$ cat src/rtl/multi_channel_input_synchronizer_pkg.sv
// sync_pkg: legal parameter ranges and counter sizing shared by the synchronizer files
package sync_pkg;
  localparam int STAGES_MIN = 2;
  localparam int STAGES_MAX = 4;
  localparam int FILTER_MAX = 255;
  function automatic int cnt_width(input int n);
    return n > 2 ? $clog2(n) : 1;
  endfunction
endpackage

$ cat src/rtl/multi_channel_input_synchronizer_if.sv
// multi_channel_input_synchronizer_if: async inputs in; filtered level, rise/fall/any_change pulses out
// optional (SYNC_GLITCH_DETECT_EN): clear_glitch in, glitch_seen out
interface multi_channel_input_synchronizer_if #(parameter int WIDTH = 10);
  logic [WIDTH-1:0] async_in;
  logic [WIDTH-1:0] level_out;
  logic [WIDTH-1:0] rise_out;
  logic [WIDTH-1:0] fall_out;
  logic any_change;
`ifdef SYNC_GLITCH_DETECT_EN
  logic clear_glitch;
  logic [WIDTH-1:0] glitch_seen;
  modport master (output async_in, clear_glitch, input level_out, rise_out, fall_out, any_change, glitch_seen);
  modport slave (input async_in, clear_glitch, output level_out, rise_out, fall_out, any_change, glitch_seen);
`else
  modport master (output async_in, input level_out, rise_out, fall_out, any_change);
  modport slave (input async_in, output level_out, rise_out, fall_out, any_change);
`endif
endinterface

$ cat src/rtl/multi_channel_input_synchronizer_filter_channel.sv
// sync_filter_channel: one bit's synchronizer chain, stability filter and edge pulses
// ports: clk, n_reset, async_in -> level, rise, fall; SYNC_GLITCH_DETECT_EN adds clear_glitch -> glitch_seen
module sync_filter_channel import sync_pkg::*; #(
  parameter int STAGES = 2,
  parameter int FILTER_CYCLES = 3,
  parameter logic RESET_VAL = 1'b0
) (
  input logic clk,
  input logic n_reset,
  input logic async_in,
`ifdef SYNC_GLITCH_DETECT_EN
  input logic clear_glitch,
  output logic glitch_seen,
`endif
  output logic level,
  output logic rise,
  output logic fall
);
  localparam int CW = cnt_width(FILTER_CYCLES);
  localparam logic [CW-1:0] LAST = CW'(FILTER_CYCLES - 1);
  logic [STAGES-1:0] stage;
  logic [CW-1:0] cnt;
  logic differ, done;
  always_comb begin
    differ = stage[STAGES-1] != level;
    done = differ && cnt == LAST;
  end
  always_ff @(posedge clk or negedge n_reset)
    if (!n_reset) begin
      stage <= {STAGES{RESET_VAL}};
      cnt <= '0;
      level <= RESET_VAL;
      rise <= 1'b0;
      fall <= 1'b0;
    end else begin
      stage <= {stage[STAGES-2:0], async_in};
      cnt <= done || !differ ? '0 : cnt + 1'b1;
      level <= done ? stage[STAGES-1] : level;
      rise <= done && stage[STAGES-1];
      fall <= done && !stage[STAGES-1];
    end
`ifdef SYNC_GLITCH_DETECT_EN
  // a nonzero count that falls back to the current level is a rejected glitch
  always_ff @(posedge clk or negedge n_reset)
    if (!n_reset) glitch_seen <= 1'b0;
    else glitch_seen <= (cnt != '0 && !differ) || (glitch_seen && !clear_glitch);
`endif
endmodule

$ cat src/rtl/multi_channel_input_synchronizer.sv
// multi_channel_input_synchronizer: WIDTH async inputs synchronized and glitch-filtered into clk
// ports: clk, n_reset (async active-low), bus (slave: async_in -> level_out, rise_out, fall_out, any_change)
// macro SYNC_GLITCH_DETECT_EN adds bus.clear_glitch / bus.glitch_seen
module multi_channel_input_synchronizer import sync_pkg::*; #(
  parameter int WIDTH = 10,
  parameter int STAGES = 2,
  parameter int FILTER_CYCLES = 3,
  parameter logic [WIDTH-1:0] RESET_VAL = '0
) (
  input logic clk,
  input logic n_reset,
  multi_channel_input_synchronizer_if.slave bus
);
  logic [WIDTH-1:0] level, rise, fall;
  if (STAGES < STAGES_MIN || STAGES > STAGES_MAX) begin : g_bad_stages
    $error("STAGES must be within 2..4");
  end
  if (FILTER_CYCLES < 1 || FILTER_CYCLES > FILTER_MAX) begin : g_bad_filter
    $error("FILTER_CYCLES must be within 1..255");
  end
`ifdef SYNC_GLITCH_DETECT_EN
  logic [WIDTH-1:0] glitch;
  assign bus.glitch_seen = glitch;
`endif
  for (genvar i = 0; i < WIDTH; i++) begin : g_ch
    sync_filter_channel #(
      .STAGES(STAGES),
      .FILTER_CYCLES(FILTER_CYCLES),
      .RESET_VAL(RESET_VAL[i])
    ) u_ch (
      .clk(clk),
      .n_reset(n_reset),
      .async_in(bus.async_in[i]),
`ifdef SYNC_GLITCH_DETECT_EN
      .clear_glitch(bus.clear_glitch),
      .glitch_seen(glitch[i]),
`endif
      .level(level[i]),
      .rise(rise[i]),
      .fall(fall[i])
    );
  end
  assign bus.level_out = level;
  assign bus.rise_out = rise;
  assign bus.fall_out = fall;
  assign bus.any_change = |(rise | fall);
endmodule
$ cat src/flat_wrapper.sv
// flat-port wrapper written by rule: the top's interface ports become plain ports
module multi_channel_input_synchronizer_flat import sync_pkg::*;
#(
  parameter int WIDTH = 10,
  parameter int STAGES = 2,
  parameter int FILTER_CYCLES = 3,
  parameter logic [WIDTH-1:0] RESET_VAL = '0
)
  (clk, n_reset, bus_async_in, bus_level_out, bus_rise_out, bus_fall_out, bus_any_change);
  multi_channel_input_synchronizer_if #(.WIDTH(WIDTH)) bus_i ();
  input logic clk;
  input logic n_reset;
  input wire logic [$bits(bus_i.async_in)-1:0] bus_async_in;
  output wire logic [$bits(bus_i.level_out)-1:0] bus_level_out;
  output wire logic [$bits(bus_i.rise_out)-1:0] bus_rise_out;
  output wire logic [$bits(bus_i.fall_out)-1:0] bus_fall_out;
  output wire logic [$bits(bus_i.any_change)-1:0] bus_any_change;
  assign bus_i.async_in = bus_async_in;
  assign bus_level_out = bus_i.level_out;
  assign bus_rise_out = bus_i.rise_out;
  assign bus_fall_out = bus_i.fall_out;
  assign bus_any_change = bus_i.any_change;
  multi_channel_input_synchronizer #(.WIDTH(WIDTH), .STAGES(STAGES), .FILTER_CYCLES(FILTER_CYCLES), .RESET_VAL(RESET_VAL)) u_core (.clk(clk), .n_reset(n_reset), .bus(bus_i));
endmodule
$ cat config.mk
export PLATFORM = sky130hd
export DESIGN_NAME = multi_channel_input_synchronizer_flat
export DESIGN_NICKNAME = d
export VERILOG_FILES = /design/src/rtl/multi_channel_input_synchronizer_pkg.sv /design/src/rtl/multi_channel_input_synchronizer_if.sv /design/src/rtl/multi_channel_input_synchronizer_filter_channel.sv /design/src/rtl/multi_channel_input_synchronizer.sv /design/src/flat_wrapper.sv
export SDC_FILE = /design/constraint.sdc
export NUM_CORES = 1
export LEC_CHECK = 0
export ABC_AREA = 1
export CAP_MARGIN = 20
export CORE_MARGIN = 3
export CORE_UTILIZATION = 35
export DETAILED_ROUTE_END_ITERATION = 8
export MAX_ROUTING_LAYER = met4
export PLACE_DENSITY = 0.56
export SLEW_MARGIN = 10
export SYNTH_ARGS = -nofsm -noshare
export SYNTH_HDL_FRONTEND = slang
export SYNTH_SLANG_ARGS = --single-unit
$ cat constraint.sdc
create_clock -name clk -period 1.62 [get_ports clk]
set_input_delay 0.324 -clock clk [delete_from_list [all_inputs] [get_ports clk]]
set_output_delay 0.324 -clock clk [all_outputs]
set_load 0.02 [all_outputs]
**After elaboration in Yosys (flattened, before gate mapping)**

Index checks and enable logic that the tools add are counted.

- Add/subtract/negate cells: 10
- Reductions and logical operators: 61
- $mul: 0
- Equality and inequality tests: 20
- $lt $le $gt $ge: 0
- Shift operators: 0
- Div/mod/pow operators: 0
- Multiplexer cells: 10
- Bitwise gates (word level): 1

Operators with widths:

| cell | number |
|---|---|
| logical AND 1 bit | 30 |
| adder 2 x 1 -> 2 bit, second input constant | 10 |
| == test 2 bit, second input constant | 10 |
| zero test 1 bit | 20 |
| 2-to-1 mux 2 bit | 10 |
| logical OR 1 bit | 10 |
| inequality test 1 bit | 10 |
| bitwise OR 10 bit | 1 |
| OR reduction 10 bit | 1 |

- Bits in writable memories: 0
- ROM bits: 0
- Memories kept: 0
- Word-level logic and storage cells: 152
- Output and inout port bits: 31
- Bits of input ports: 12
- Register bits: 70
- Latch bits: 0

**Depth between registers and ports, before layout**

- Depth after elaboration: 4
- Gate-level depth with buffers: 5
- Gate-level depth less buffers: 5

**Modules after synthesis**

A second synthesis with hierarchy kept.

- Cells, all modules: 238
- Area, all modules: 2,486.1 um^2

By module, submodules not included:

| module | cells each | area each (um^2) | seq. area each (um^2) | instances |
|---|---|---|---|---|
| sync_filter_channel | 22 | 241.5 | 175.2 | 10 |
| multi_channel_input_synchronizer | 18 | 71.3 | 0.0 | 1 |

**Worst setup path after synthesis**

No wires, ideal clock.

- Path kind: register to output
- Start: register u_core.g_ch[7].u_ch.fall
- End: output bus_any_change
- Required time: 1,296 ps
- Path buffers: 0
- Arrival: 776 ps
- Stages on the path, launching flop included: 5
- Setup slack: 520 ps
- Path through: dfrtp_1 > nor2_1 > nand2_1 > nor2_1 > nand3_1

- Cells in the longest elaborated chain, start to end: 2

RTL lines:

| element | RTL line | source |
|---|---|---|
| from (decl) | multi_channel_input_synchronizer_filter_channel.sv:17 | `output logic fall` |
| from (signal assigned) | multi_channel_input_synchronizer_filter_channel.sv:40 | `fall <= done && !stage[STAGES-1];` |
| bitwise OR 10 bit | multi_channel_input_synchronizer.sv:46 | `assign bus.any_change = \|(rise \| fall);` |
| OR reduction 10 bit | multi_channel_input_synchronizer.sv:46 |  |
| to (decl) | flat_wrapper.sv:17 | `output wire logic [$bits(bus_i.any_change)-1:0] bus_any_change;` |

Every way passes these cells.

**Worst setup path in the final report**

Ends and elaborated chain as after synthesis.

==> results_dict.tcl <==
set metrics [dict create \
    status "completed" \
    fin_crit_ns 1.61 \
    rsz0062_at_grt "yes" \
    grt_pass1_wl_um 6860 \
    synth_warnings 0 \
    clk_pin_slew_ns 0.07 \
    grt_usage_pct 10.5 \
    hpwl_um 2820 \
    cp-start-kind "register" \
    gp_congestion 0.718 \
    fillerInstances 692 \
    portBuffers 42 \
    drc_errors 0 \
    drv_slew 0 \
    path_class "reg2out" \
    core_mm2 0.00749 \
    tightest_slew_ns 0.361 \
    fin_util_pct 45.4 \
    grt_pass1_vias 1602 \
    antenna_left 0 \
    worstSkewPairLatency_ns 0.34 \
    fmax_ghz 0.621 \
    drt_first_iter_violations 75 \
    post-route-period-util_pct 99.5 \
    drv_cap 0 \
    final_cell_mix "70 x dfrtp_1, 30 x inv_1, 29 x nor2_1" \
    dieWidth_um 95.1 \
    diodes 0 \
    die_y_um 95.1 \
    post_drt_wl_per_cell_um 10.1 \
    vias 1643 \
    crit_required_ns 1.30 \
    drive_gt1_share_pct 22.2 \
    antenna_found_initial 0 \
    avgSynthCellArea_um2 10.8 \
    cp-end-kind "output pin" \
    vdd_drop_max_uv 681 \
    worst_slew_margin_rel_pct 75.9 \
    first_pass_iters 4 \
    cts.htree.levels 3 \
    gr-total-overflow 0 \
    cts_tree "built" \
    synth_area_mm2 0.00278 \
    power_density_mw_per_mm2 1580 \
    ys_seq_area_share_pct 63.0 \
    numCtsBuffers 9 \
    final_common_cell "dfrtp_1" \
    cts.sinks 70 \
    synthToLayoutAreaGrowth_pct 22.4 \
    die-area_mm2 0.00904 \
    cts_root_buf "clkbuf_8" \
    rows 31 \
    synthCells 258 \
    via_per_inst 4.10 \
    cts.path.max_buffers 2 \
    p_leak_nw 1.82 \
    yosys_register_bits 70 \
    hp-class "in2async" \
    timing.final.hold_violations 0 \
    setup-violations-final 0 \
    fin_tns_setup_ns 0 \
    fin_skew_ns 0.00605 \
    synth_nets 280 \
    pin_count 43 \
    synth.distinct_cells 13 \
    drt-total-wl_um 4070 \
    nets 319 \
    cp.arrival_ns 1.29 \
    grt_max_degree 71 \
    start_util_pct 37.1 \
    cp_max_fo 2 \
]
[metal layers]
| metal | vias up | share of wire, % | GRT usage [%] |
|---|---|---|---|
| met1 | 756 | 46 | 12.7 |
| met3 | 7 | 5.7 | 3.79 |
| met5 | - | 0 | - |
| met2 | 33 | 46 | 15.0 |
| met4 | 0 | 1.9 | 6.13 |
| li1 | 847 | - | - |
[state kept, by name, summed over array words and instances (netlist names)]
register and count:
u_core.g_ch.u_ch.fall 10, u_core.g_ch.u_ch.cnt 20, u_core.g_ch.u_ch.rise 10, u_core.g_ch.u_ch.stage 20, u_core.g_ch.u_ch.level 10
[stage by stage]
step	setup WS (ns)	hold WS (ns)	instance area, um^2	cells	power, mW
3_3_place_gp	-0.101	0.332	3210	383	4.09
6_report	0.00883	0.00112	3400	401	5.37
5_1_grt	-0.0802	0.0256	3400	401	5.78
3_5_place_dp	-0.126	0.335	3210	383	4.13
2_1_floorplan	0.520	0.0284	2780	258	3.64
4_1_cts	-0.0980	0.00351	3370	399	5.41
[logic make-up (layout without fill, tap and decap cells)]
kind of cell    count (synthesis)  after routing  synth area share [%]
simple gates                   98             98                  17.2
flops                          70             70                  63.0
buf+inv                        70            114                  13.5
fa+ha+maj                      10             10                  4.50
compound gates                 10             10                  1.80
[critical path, cell delays in order (launching register included)]
cell,delay [ns]
dfrtp_1,0.39
nor2_2,0.10
nand2_1,0.09
nor2_2,0.12
nand3_2,0.11
buf_6,0.14
[cell usage after synthesis]
master,instances,share of area [%]
and2_0,1,0.23
o21ai_0,10,1.8
nand3_1,1,0.18
ha_1,10,4.5
nand2_2,7,1.6
nand2_1,27,3.6
inv_2,10,1.4
inv_1,30,4.1
nor2_1,32,4.3
nand3_2,10,3.6
dfrtp_1,70,63
buf_4,30,8.1
nor3_1,20,3.6
[report_power, final]
part           total [mW]  switching, mW  internal (mW)
Sequential           2.37          0.231           2.14
Combinational        1.61          0.958          0.655
Clock                1.39          0.641          0.747
[timing repair]
item | CTS | global route
setup endpoints to repair | 30 | 2
setup buffers | 0 | 2
gates resized for setup | 34 | 8
pin swaps | 0 | 4
hold buffers | 0 | 0
[layout make-up]
cell class              instances  area (um^2)  area share (%)
flip-flops and latches         70         1750            51.5
multi-input cells             118          664            19.5
repair buffers                 58          513            15.1
inverters                      40          150            4.41
clock buffers                  10          138            4.05
well taps                      99          124            3.64
clock inverters                 6         61.3            1.80
[worst paths after layout]
path,from,end,slack (ns),cells after the start
max in group asynchronous,n_reset,u_core.g_ch[0].u_ch.rise,1.33,2
min in group clk,u_core.g_ch[4].u_ch.stage[0],u_core.g_ch[4].u_ch.stage[1],0.35,0
hold / removal,n_reset,u_core.g_ch[4].u_ch.cnt[0],0.001,2
setup / recovery,u_core.g_ch[7].u_ch.fall,bus_any_change,0.009,5
setup reg to reg,u_core.g_ch[9].u_ch.cnt[0],u_core.g_ch[9].u_ch.fall,0.62,4
hold reg to reg,u_core.g_ch[4].u_ch.stage[0],u_core.g_ch[4].u_ch.stage[1],0.35,0
Power figures use the tool's default switching activity.
